[src/rtl/serial_minmax32.sv]
// serial_minmax32: digit-serial, MSB-first magnitude comparator and max/min
// selector for two WIDTH-bit operands, DIGIT bits resolved per cycle.
// Operands enter on a valid/ready handshake and results leave on another.
// Optional build macro: SERIAL_MINMAX_SIGNED_EN (two's-complement compare).
module serial_minmax32 #(
  parameter int WIDTH = 32,
  parameter int DIGIT = 4
) (
  input  logic             clk,
  input  logic             rst_n,
  input  logic             in_valid,
  output logic             in_ready,
  input  logic [WIDTH-1:0] in_a,
  input  logic [WIDTH-1:0] in_b,
  output logic             out_valid,
  input  logic             out_ready,
  output logic [WIDTH-1:0] out_max,
  output logic [WIDTH-1:0] out_min,
  output logic             out_a_gt_b,
  output logic             busy
);

  localparam int N     = WIDTH / DIGIT;
  localparam int IDX_W = (N > 1) ? $clog2(N) : 1;
  localparam logic [IDX_W-1:0] IDX_MSB = IDX_W'(N - 1);

  typedef enum logic [1:0] {IDLE, CMP, DONE} state_t;

  state_t           state;
  logic [WIDTH-1:0] a_reg;
  logic [WIDTH-1:0] b_reg;
  logic [IDX_W-1:0] idx;
  logic             decided;
  logic             gt;

  logic [DIGIT-1:0] dig_a;
  logic [DIGIT-1:0] dig_b;
  logic             decided_nxt;
  logic             gt_nxt;

  // Select digit i (0 = least significant) of an operand.
  function automatic logic [DIGIT-1:0] get_digit(input logic [WIDTH-1:0] v,
                                                 input logic [IDX_W-1:0] i);
    get_digit = v[int'(i)*DIGIT +: DIGIT];
  endfunction

  // Resolve the current digit; the first differing digit decides the result.
  always_comb begin
    dig_a = get_digit(a_reg, idx);
    dig_b = get_digit(b_reg, idx);
`ifdef SERIAL_MINMAX_SIGNED_EN
    // Flipping the sign bit maps two's-complement order onto unsigned order.
    if (idx == IDX_MSB) begin
      dig_a[DIGIT-1] = ~dig_a[DIGIT-1];
      dig_b[DIGIT-1] = ~dig_b[DIGIT-1];
    end
`endif
    decided_nxt = decided | (dig_a != dig_b);
    gt_nxt      = decided ? gt : (dig_a > dig_b);
  end

  // Control FSM with registered handshake flags and result registers.
  always_ff @(posedge clk or negedge rst_n) begin
    if (!rst_n) begin
      state      <= IDLE;
      in_ready   <= 1'b0;
      out_valid  <= 1'b0;
      out_max    <= '0;
      out_min    <= '0;
      out_a_gt_b <= 1'b0;
      busy       <= 1'b0;
      a_reg      <= '0;
      b_reg      <= '0;
      idx        <= '0;
      decided    <= 1'b0;
      gt         <= 1'b0;
    end else begin
      unique case (state)
        IDLE: begin
          if (in_valid && in_ready) begin
            a_reg    <= in_a;
            b_reg    <= in_b;
            decided  <= 1'b0;
            gt       <= 1'b0;
            idx      <= IDX_MSB;
            in_ready <= 1'b0;
            busy     <= 1'b1;
            state    <= CMP;
          end else begin
            in_ready <= 1'b1;
          end
        end
        CMP: begin
          decided <= decided_nxt;
          gt      <= gt_nxt;
          if (idx == '0) begin
            out_a_gt_b <= gt_nxt;
            out_max    <= gt_nxt ? a_reg : b_reg;
            out_min    <= gt_nxt ? b_reg : a_reg;
            out_valid  <= 1'b1;
            state      <= DONE;
          end else begin
            idx <= idx - 1'b1;
          end
        end
        DONE: begin
          if (out_valid && out_ready) begin
            out_valid <= 1'b0;
            in_ready  <= 1'b1;
            busy      <= 1'b0;
            state     <= IDLE;
          end
        end
        default: begin
          state     <= IDLE;
          in_ready  <= 1'b0;
          out_valid <= 1'b0;
          busy      <= 1'b0;
        end
      endcase
    end
  end

endmodule

[config.mk]
export PLATFORM = sky130hd
export DESIGN_NAME = serial_minmax32
export DESIGN_NICKNAME = d
export VERILOG_FILES = /design/src/rtl/serial_minmax32.sv
export SDC_FILE = /design/constraint.sdc
export NUM_CORES = 1
export LEC_CHECK = 0
export CAP_MARGIN = 25
export CORE_MARGIN = 1.5
export CORE_UTILIZATION = 55
export CTS_CLUSTER_DIAMETER = 60
export CTS_CLUSTER_SIZE = 14
export DETAILED_ROUTE_END_ITERATION = 6
export GPL_ROUTABILITY_DRIVEN = 0
export MAX_ROUTING_LAYER = met4
export PLACE_DENSITY_LB_ADDON = 0.25
export REMOVE_ABC_BUFFERS = 1
export SLEW_MARGIN = 20
export SYNTH_ARGS = -nofsm -noshare
export SYNTH_HDL_FRONTEND = slang
export SYNTH_SLANG_ARGS = --single-unit
[constraint.sdc]
create_clock -name clk -period 4.8 [get_ports clk]
set_input_delay 0.48 -clock clk [delete_from_list [all_inputs] [get_ports clk]]
set_output_delay 0.48 -clock clk [all_outputs]
set_load 0.005 [all_outputs]
==> results of run 1 <==
==> synth_stat cells, drive strengths merged (2+ instances only) <==
cell type	n	area [um^2]
buf	20	154
nor3	2	10.0
a21oi	3	15.0
o211ai	2	15.0
mux2	133	1600
inv	3	11.3
o21ai	3	15.0
mux4	16	360
nand2b	2	12.5
a211oi	2	20.0
ha	6	75.1
nor2b	2	12.5
mux2i	5	50.1
dfrtp	139	3480
clkbuf	14	52.6
nand2	201	757
a21o	2	15.0
==> routing by layer <==
metal | part of all wire (%) | vias up
met3 | 3.6 | 39
met2 | 52 | 132
li1 | - | 2155
met1 | 42 | 2382
met4 | 3.0 | 0
met5 | 0 | -
==> metrics by stage <==
| step | instances | utilization, % | setup TNS, ns |
|---|---|---|---|
| after global placement | 819 | 67.9 | 0 |
| after floorplan | 529 | - | -50.82 |
| after CTS | 850 | 72.8 | 0 |
| after global routing | 851 | 72.9 | 0 |
| after detailed placement | 819 | 67.9 | 0 |
| final | 851 | 72.9 | 0 |
==> worst max-delay path, stage by stage (launching register included) <==
cell	delay, ns
sky130_fd_sc_hd__dfrtp_1	0.64
sky130_fd_sc_hd__buf_4	0.32
sky130_fd_sc_hd__mux4_2	0.52
sky130_fd_sc_hd__mux2_2	0.29
sky130_fd_sc_hd__ha_1	0.31
sky130_fd_sc_hd__nor2b_1	0.16
sky130_fd_sc_hd__o211ai_1	0.16
sky130_fd_sc_hd__a211oi_4	0.31
sky130_fd_sc_hd__buf_4	0.35
sky130_fd_sc_hd__mux2_1	0.40
==> final cells by class <==
type | instances | share of cell area, %
multi-input combinational | 387 | 34.7
timing repair buffer | 144 | 16.4
inverter | 3 | 0.129
sequential | 139 | 39.9
clock inverter | 11 | 1.38
tap | 147 | 2.11
clock buffer | 20 | 5.35
==> cell families (layout without fill, tap and decap cells) <==
family / count (synthesis) / after routing
and+or+nand+nor: 212 / 212
muxes: 154 / 154
DFF: 139 / 139
buffers and inverters: 37 / 178
AOI/OAI and AO/OA: 15 / 15
adders and majority gates: 6 / 6
==> worst max path at each step <==
stage                     cells past startpoint     endpoint  slack [ns]
after detailed placement                      9   out_min[5]        1.21
after global routing                          9  out_min[26]         1.0
final                                         9  out_min[26]        1.20
after global placement                        9  out_max[16]        1.33
after CTS                                     9  out_min[26]        1.18
after floorplan                               6   out_max[0]       -0.81
==> report_power, final <==
part	total, mW	internal (mW)	leakage [nW]	switching [mW]
Combinational	2.42	1.47	2.18	0.950
Clock	1.29	0.798	0.272	0.489
Sequential	2.24	1.70	1.74	0.540
==> out/results.env, run 1 <==
PORT_BUFFERS=135
SETUP-VIOLATIONS-FINAL=0
IR_DROP_V=0.000341
TIMING.FMAX_MHz=278
CRITICAL_PATH_ARRIVAL_NS=3.89
LAYOUT-AREA-OVERHEAD-VS-SYNTH_PCT=30.0
MAX_CAPACITANCE_VIOLATION_TOTAL=0
WORST-R2R-CELL-COUNT=9
VIA_PER_INST=5.53
INITIALDRTVIOLATIONCOUNT=275
GRT_START_MAX_NET_PINS=91
TOTAL_OF_WARNINGS_RAISED_BY_YOSYS=0
OVERFLOW=0
DIE_HEIGHT_UM=113
MOST-COMMON-LAYOUT-CELLS='200 x sky130_fd_sc_hd__nand2_1, 139 x sky130_fd_sc_hd__dfrtp_1, 134 x sky130_fd_sc_hd__clkdlybuf4s50_1'
STDCELL_AREA_UM2=8720
FINAL_ANTENNA_NET_COUNT=0
WL_UM=15700
CTS-ROOT-BUF='sky130_fd_sc_hd__clkbuf_16'
CELLPOWERDENSITY_nW_PER_UM2=683
FINAL_NETS=766
POST_CTS.RESIZED_INSTANCES=0
HTREE_NUM_LEVELS=4
SYNTH.MUX.AREA_FRACTION_PCT=30.0
MULTI_INPUT_AREA_UM2=3030
PATH_MAX_FANOUT=22
DETAIL_ROUTE.DRC_VIOLATIONS=0
ROUTE.VIAS.TOTAL=4708
RUN_STATUS='complete, no violations'
FIN_WS_NS=1.20
VIAS_IN_THE_FIRST_GLOBAL_ROUTE=5027
MAXSLEWHEADROOM_PCT=47.1
CRITICAL_PATH_REQUIRED_NS=5.09
NUM_ANTENNA_CELLS=0
DIE-WIDTH_UM=113
SYNTH_FA_HA_AREA_SHARE_PCT=1.12
ENDPOINT_KIND='register'
SEQ_AREA_FRAC_SYNTH_PCT=51.8
SYNTH_CELL_TYPE_COUNT=32
CTS_MAX_PATH_BUFFERS=2
GROUTE.USAGE.OVERALL_PCT=26.6
POST_SYNTH_AND_OR_NAND_NOR_AREA_FRACTION_PCT=12.3
CLKLATENCYLATEPIN_NS=0.42
NUM_IO_PINS=136
POST_CTS_BUFFERS=0
INITIAL_UTILIZATION_PCT=56.1
WORST_CLOCK_SKEW_NS=0.00911
DRT-WIRELENGTH-PER-CELL_UM=18.4
DESIGN_POWER_TOTAL_mW=5.96
ANTENNA_VIOLATIONS_BEFORE_REPAIR=0
YOSYS.AREA_SHARE.XOR_XNOR_PCT=0
HP-CLASS='in -> async'
FINAL.PERIOD_UTILIZATION_PCT=75.0
LARGEST_FAMILY_OF_LOGIC_CELLS_BY_SYNTHESIZED_AREA='multiplexers'
ASYNCSETRESETFLOPFRACSYNTH_PCT=100
DP_WORST_SETUP_SLACK_NS=1.21
POSTSYNTH.TOPFLOPCELL='sky130_fd_sc_hd__dfrtp_1'
CRIT-REG2REG-CAPTURE='out_min[26]'
WORST-SLEW-PIN-TRANSITION_NS=0.794
STARTPOINT_TYPE='register'
GRT_FIRST_PASS_WIRELENGTH_UM=25300
LAYOUT.FILLER_CELLS=810
GRTUSAGEMET2_PCT=43.8
CLOCK_TRANSITION_AT_PATH_REGS_NS=0.06
CORE_AREA_UM2=12000
INSERTED_CLOCK_BUFFERS=17
CRITPATHKIND='reg -> reg'
CTS-HOLD-FIX-BUFFERS=0
DP_HPWL_UM=10200
DESIGN.DIE.AREA_UM2=12900
WORST_R2R_STARTPOINT='idx[0]'
GRT_SETUP_UNREPAIRED='no'
HOLD-WORST-SLACK_NS=0.124
SYNTH-EDFF-COUNT=0
SYNTH_SEQ_CELLS=139
SYNTH_CELLS=563
FF2FF_SETUP_SLACK_NS=1.20
TIMING.FINAL.CRIT_PERIOD_NS=3.60
TIMING.FINAL.MAX_SLEW_VIOLATIONS=0
GRT.MET3_USAGE_PCT=5.21
WORSTSETUPSTARTPOINT='idx[0]'
SYNTH_AREA_PER_CELL_UM2=11.9
CLOCK_SINK_COUNT=139
ROWS=40
POST_DP_CELL_AREA_UM2=8120
STATIC-LEAKAGE-POWER_nW=4.19
FINALHOLDVIOLCOUNT=0
TRITONCTS='yes'
POST_SYNTHESIS_COMPOUND_GATE_AREA_FRACTION_PCT=1.55
SYN_AREA_UM2=6710
SEQUENTIAL_CELL_AREA_UM2=3480
LAYOUT_COMMONEST_CELL='sky130_fd_sc_hd__nand2_1'
GR-USAGE-MET1_PCT=32.2
GLOBALROUTE.BUSIESTLAYER='met2'
DRIVE_GT1_SHARE_PCT=24.7
DETAILEDROUTE.FIRSTPASSITERATIONCOUNT=4
No activity file was read; power rests on OpenSTA's default activity.
==> run 2, diff against run 1 <==
CORE_UTILIZATION = 52   (was 55)
clock period = 3.43 ns   (was 4.8 ns; I/O delays follow)
==> run 2 against run 1 <==
The run now ends with negative hold slack left. Sequential power rose by 37%. Highest routed layer unchanged. Wire length down 2.8%. Global-route usage decreased by 1.8 points. Critical endpoint is now out_min[7].
==> out/results.env, run 2 (synthesis gave the netlist of run 1 again) <==
PATH_MAX_FANOUT=32  # was 22
HP-CLASS='in -> async'  # unchanged
CELLPOWERDENSITY_nW_PER_UM2=956  # was 683 nW/um^2
CRIT_SLOWEST_CELL='sky130_fd_sc_hd__mux4_2'  # was sky130_fd_sc_hd__dfrtp_1
DP_HPWL_UM=10300  # was 10200 um
FF2FF_SETUP_SLACK_NS=0.31  # was 1.20 ns
DETAIL_ROUTE.DRC_VIOLATIONS=0  # unchanged
FINALNONFILLERCELLS=880  # was 851
CORE_AREA_UM2=12600  # was 12000 um^2
INITIALDRTVIOLATIONCOUNT=264  # was 275
SETUP-VIOLATIONS-FINAL=0  # unchanged
CRITPATHKIND='reg -> reg'  # unchanged
POST_DP_CELL_AREA_UM2=8200  # was 8120 um^2
MAXSLEWHEADROOM_PCT=44.0  # was 47.1%
FINALHOLDVIOLCOUNT=12  # was 0
FINAL_ANTENNA_NET_COUNT=0  # unchanged
MAX_CAPACITANCE_VIOLATION_TOTAL=0  # unchanged
LAYOUT-AREA-OVERHEAD-VS-SYNTH_PCT=31.8  # was 30.0%
CLKLATENCYLATEPIN_NS=0.42  # about the same
CLOCK_SINK_COUNT=139  # unchanged
DPL.CELL_COUNT=848  # was 819
STARTPOINT_TYPE='register'  # unchanged
HTREE_NUM_LEVELS=4  # unchanged
DESIGN_POWER_TOTAL_mW=8.45  # was 5.96 mW
FIN_UTIL_PCT=70.0  # was 72.9%
OVERFLOW=0  # unchanged
IR_DROP_V=0.000410  # was 0.000341 V
INSERTED_CLOCK_BUFFERS=17  # unchanged
LAYOUT_COMMONEST_CELL='sky130_fd_sc_hd__nand2_1'  # unchanged
MOST-COMMON-LAYOUT-CELLS='200 x sky130_fd_sc_hd__nand2_1, 139 x sky130_fd_sc_hd__dfrtp_1, 134 x sky130_fd_sc_hd__clkdlybuf4s50_1'  # unchanged
LAYOUT.FILLER_CELLS=911  # was 810
TIMING.CRITICAL_PATH.SLOWEST_CELL_DELAY_NS=0.53  # was 0.64 ns
STATIC-LEAKAGE-POWER_nW=4.24  # was 4.19 nW
TIMING.FMAX_MHz=321  # was 278 MHz
ENDPOINT_KIND='register'  # unchanged
GROUTE.USAGE.OVERALL_PCT=24.8  # was 26.6%
DESIGN.DIE.AREA_UM2=13600  # was 12900 um^2
FINAL.PERIOD_UTILIZATION_PCT=90.8  # was 75.0%
TIMING.FINAL.MAX_SLEW_VIOLATIONS=0  # unchanged
CRITICAL_PATH_ARRIVAL_NS=3.42  # was 3.89 ns
ROWS=41  # was 40
ANTENNA_VIOLATIONS_BEFORE_REPAIR=0  # unchanged
GRT_START_MAX_NET_PINS=92  # was 91
CTS_MAX_PATH_BUFFERS=2  # unchanged
DIE-WIDTH_UM=117  # was 113 um
VIAS_IN_THE_FIRST_GLOBAL_ROUTE=4865  # was 5027
TIMING.FINAL.CRIT_PERIOD_NS=3.12  # was 3.60 ns
CRITICAL_PATH_REQUIRED_NS=3.73  # was 5.09 ns
PORT_BUFFERS=135  # unchanged
LIST_OF_CELLS_TRAVERSED_BY_THE_CRITICAL_PATH='buf_4 -> mux4_2 -> mux2_2 -> ha_1 -> nor2b_1 -> o211ai_1 -> a211oi_4 -> buf_12 -> mux2_2'  # was buf_4 -> mux4_2 -> mux2_2 -> ha_1 -> nor2b_1 -> o211ai_1 -> a211oi_4 -> buf_4 -> mux2_1
CTS-HOLD-FIX-BUFFERS=0  # unchanged
HOLD-WORST-SLACK_NS=-0.0115  # was 0.124 ns
DETAILEDROUTE.FIRSTPASSITERATIONCOUNT=4  # unchanged
RUN_STATUS='complete, but fails checks'  # was complete, no violations
STDCELL_AREA_UM2=8840  # was 8720 um^2
POST_CTS.RESIZED_INSTANCES=0  # unchanged
FINAL_NETS=769  # was 766
ROUTE.VIAS.TOTAL=4640  # was 4708
GRT_FIRST_PASS_WIRELENGTH_UM=24400  # was 25300 um
SEQUENTIAL_CELL_AREA_UM2=3480  # unchanged
WL_UM=15200  # was 15700 um
VIA_PER_INST=5.27  # was 5.53
CTS-ROOT-BUF='sky130_fd_sc_hd__clkbuf_16'  # unchanged
CRITICAL-PATH-TOP-CELL-BY-COUNT='sky130_fd_sc_hd__mux2_2'  # was sky130_fd_sc_hd__buf_4
INITIAL_UTILIZATION_PCT=53.2  # was 56.1%
WORST-SLEW-PIN-TRANSITION_NS=0.840  # was 0.794 ns
MULTI_INPUT_AREA_UM2=3030  # unchanged
GRT_SETUP_UNREPAIRED='no'  # unchanged
WORST_CLOCK_SKEW_NS=0.00796  # was 0.00911 ns
DRT-WIRELENGTH-PER-CELL_UM=17.3  # was 18.4 um
DRIVE_GT1_SHARE_PCT=25.1  # was 24.7%
DIE_HEIGHT_UM=117  # was 113 um
WORST_R2R_STARTPOINT='idx[0]'  # unchanged
NUM_IO_PINS=136  # unchanged
NUM_ANTENNA_CELLS=0  # unchanged
VIOLATIONS='negative hold slack'
CLOCK_TRANSITION_AT_PATH_REGS_NS=0.06  # about the same
WORST-R2R-CELL-COUNT=9  # unchanged
TRITONCTS='yes'  # unchanged
POST_CTS_BUFFERS=0  # unchanged
CRIT-REG2REG-CAPTURE='out_min[7]'  # was out_min[26]
run 2: final cells by class:
| class | instances | share of cell area, % |
|---|---|---|
| clock inverters | 12 | 1.91 |
| clock buffers | 20 | 5.28 |
| flip-flops and latches | 139 | 39.3 |
| multi-input cells | 387 | 34.3 |
| inverters | 3 | 0.127 |
| repair buffers | 147 | 16.6 |
| well taps | 172 | 2.43 |
run 2: routing by layer:
layer,vias to the layer above,share of wire [%],track usage (%)
met1,2303,42,30.5
met3,36,4.1,5.29
met4,0,2.6,10.5
li1,2167,-,-
met2,134,52,39.9
met5,-,0,-
run 2: how the worst max path moves through the flow:
| stage | cells after the start | slack [ns] | from | to |
|---|---|---|---|---|
| final | 9 | 0.31 | idx[0] | out_min[7] |
| after global routing | 9 | 0.18 | idx[0] | out_max[24] |
| after CTS | 9 | 0.30 | idx[0] | out_max[1] |
| after detailed placement | 9 | 0.35 | idx[0] | out_max[13] |
| after global placement | 9 | 0.42 | idx[0] | out_max[24] |
| after floorplan | 6 | -2.18 | idx[0] | out_max[0] |
run 2: power breakdown:
part	internal (mW)	switching (mW)	leakage, nW	total [mW]
clock network	1.27	0.688	0.312	1.96
registers	2.39	0.681	1.74	3.07
logic	2.08	1.35	2.19	3.43
total	5.73	2.72	4.24	8.45
run 2: worst max-delay path: cells and delay by family (launching register included):
| kind | cells | cell delay [ns] |
|---|---|---|
| muxes | 3 | 1.18 |
| AOI/OAI and AO/OA | 2 | 0.54 |
| buffers and inverters | 2 | 0.48 |
| DFF | 1 | 0.35 |
| adders and majority gates | 1 | 0.30 |
| and+or+nand+nor | 1 | 0.13 |
run 2: through the flow:
| stage | setup TNS (ns) | setup slack, ns |
|---|---|---|
| CTS | 0 | 0.302 |
| detailed placement | 0 | 0.351 |
| finish | 0 | 0.314 |
| global placement | 0 | 0.424 |
| global route | 0 | 0.182 |
| floorplan | -179.57 | -2.18 |
==> run 3, diff against run 2 <==
CAP_MARGIN = 20   (was 25)
==> results of run 3 <==
Final layout, timing and power as in run 2 (identical DEF).
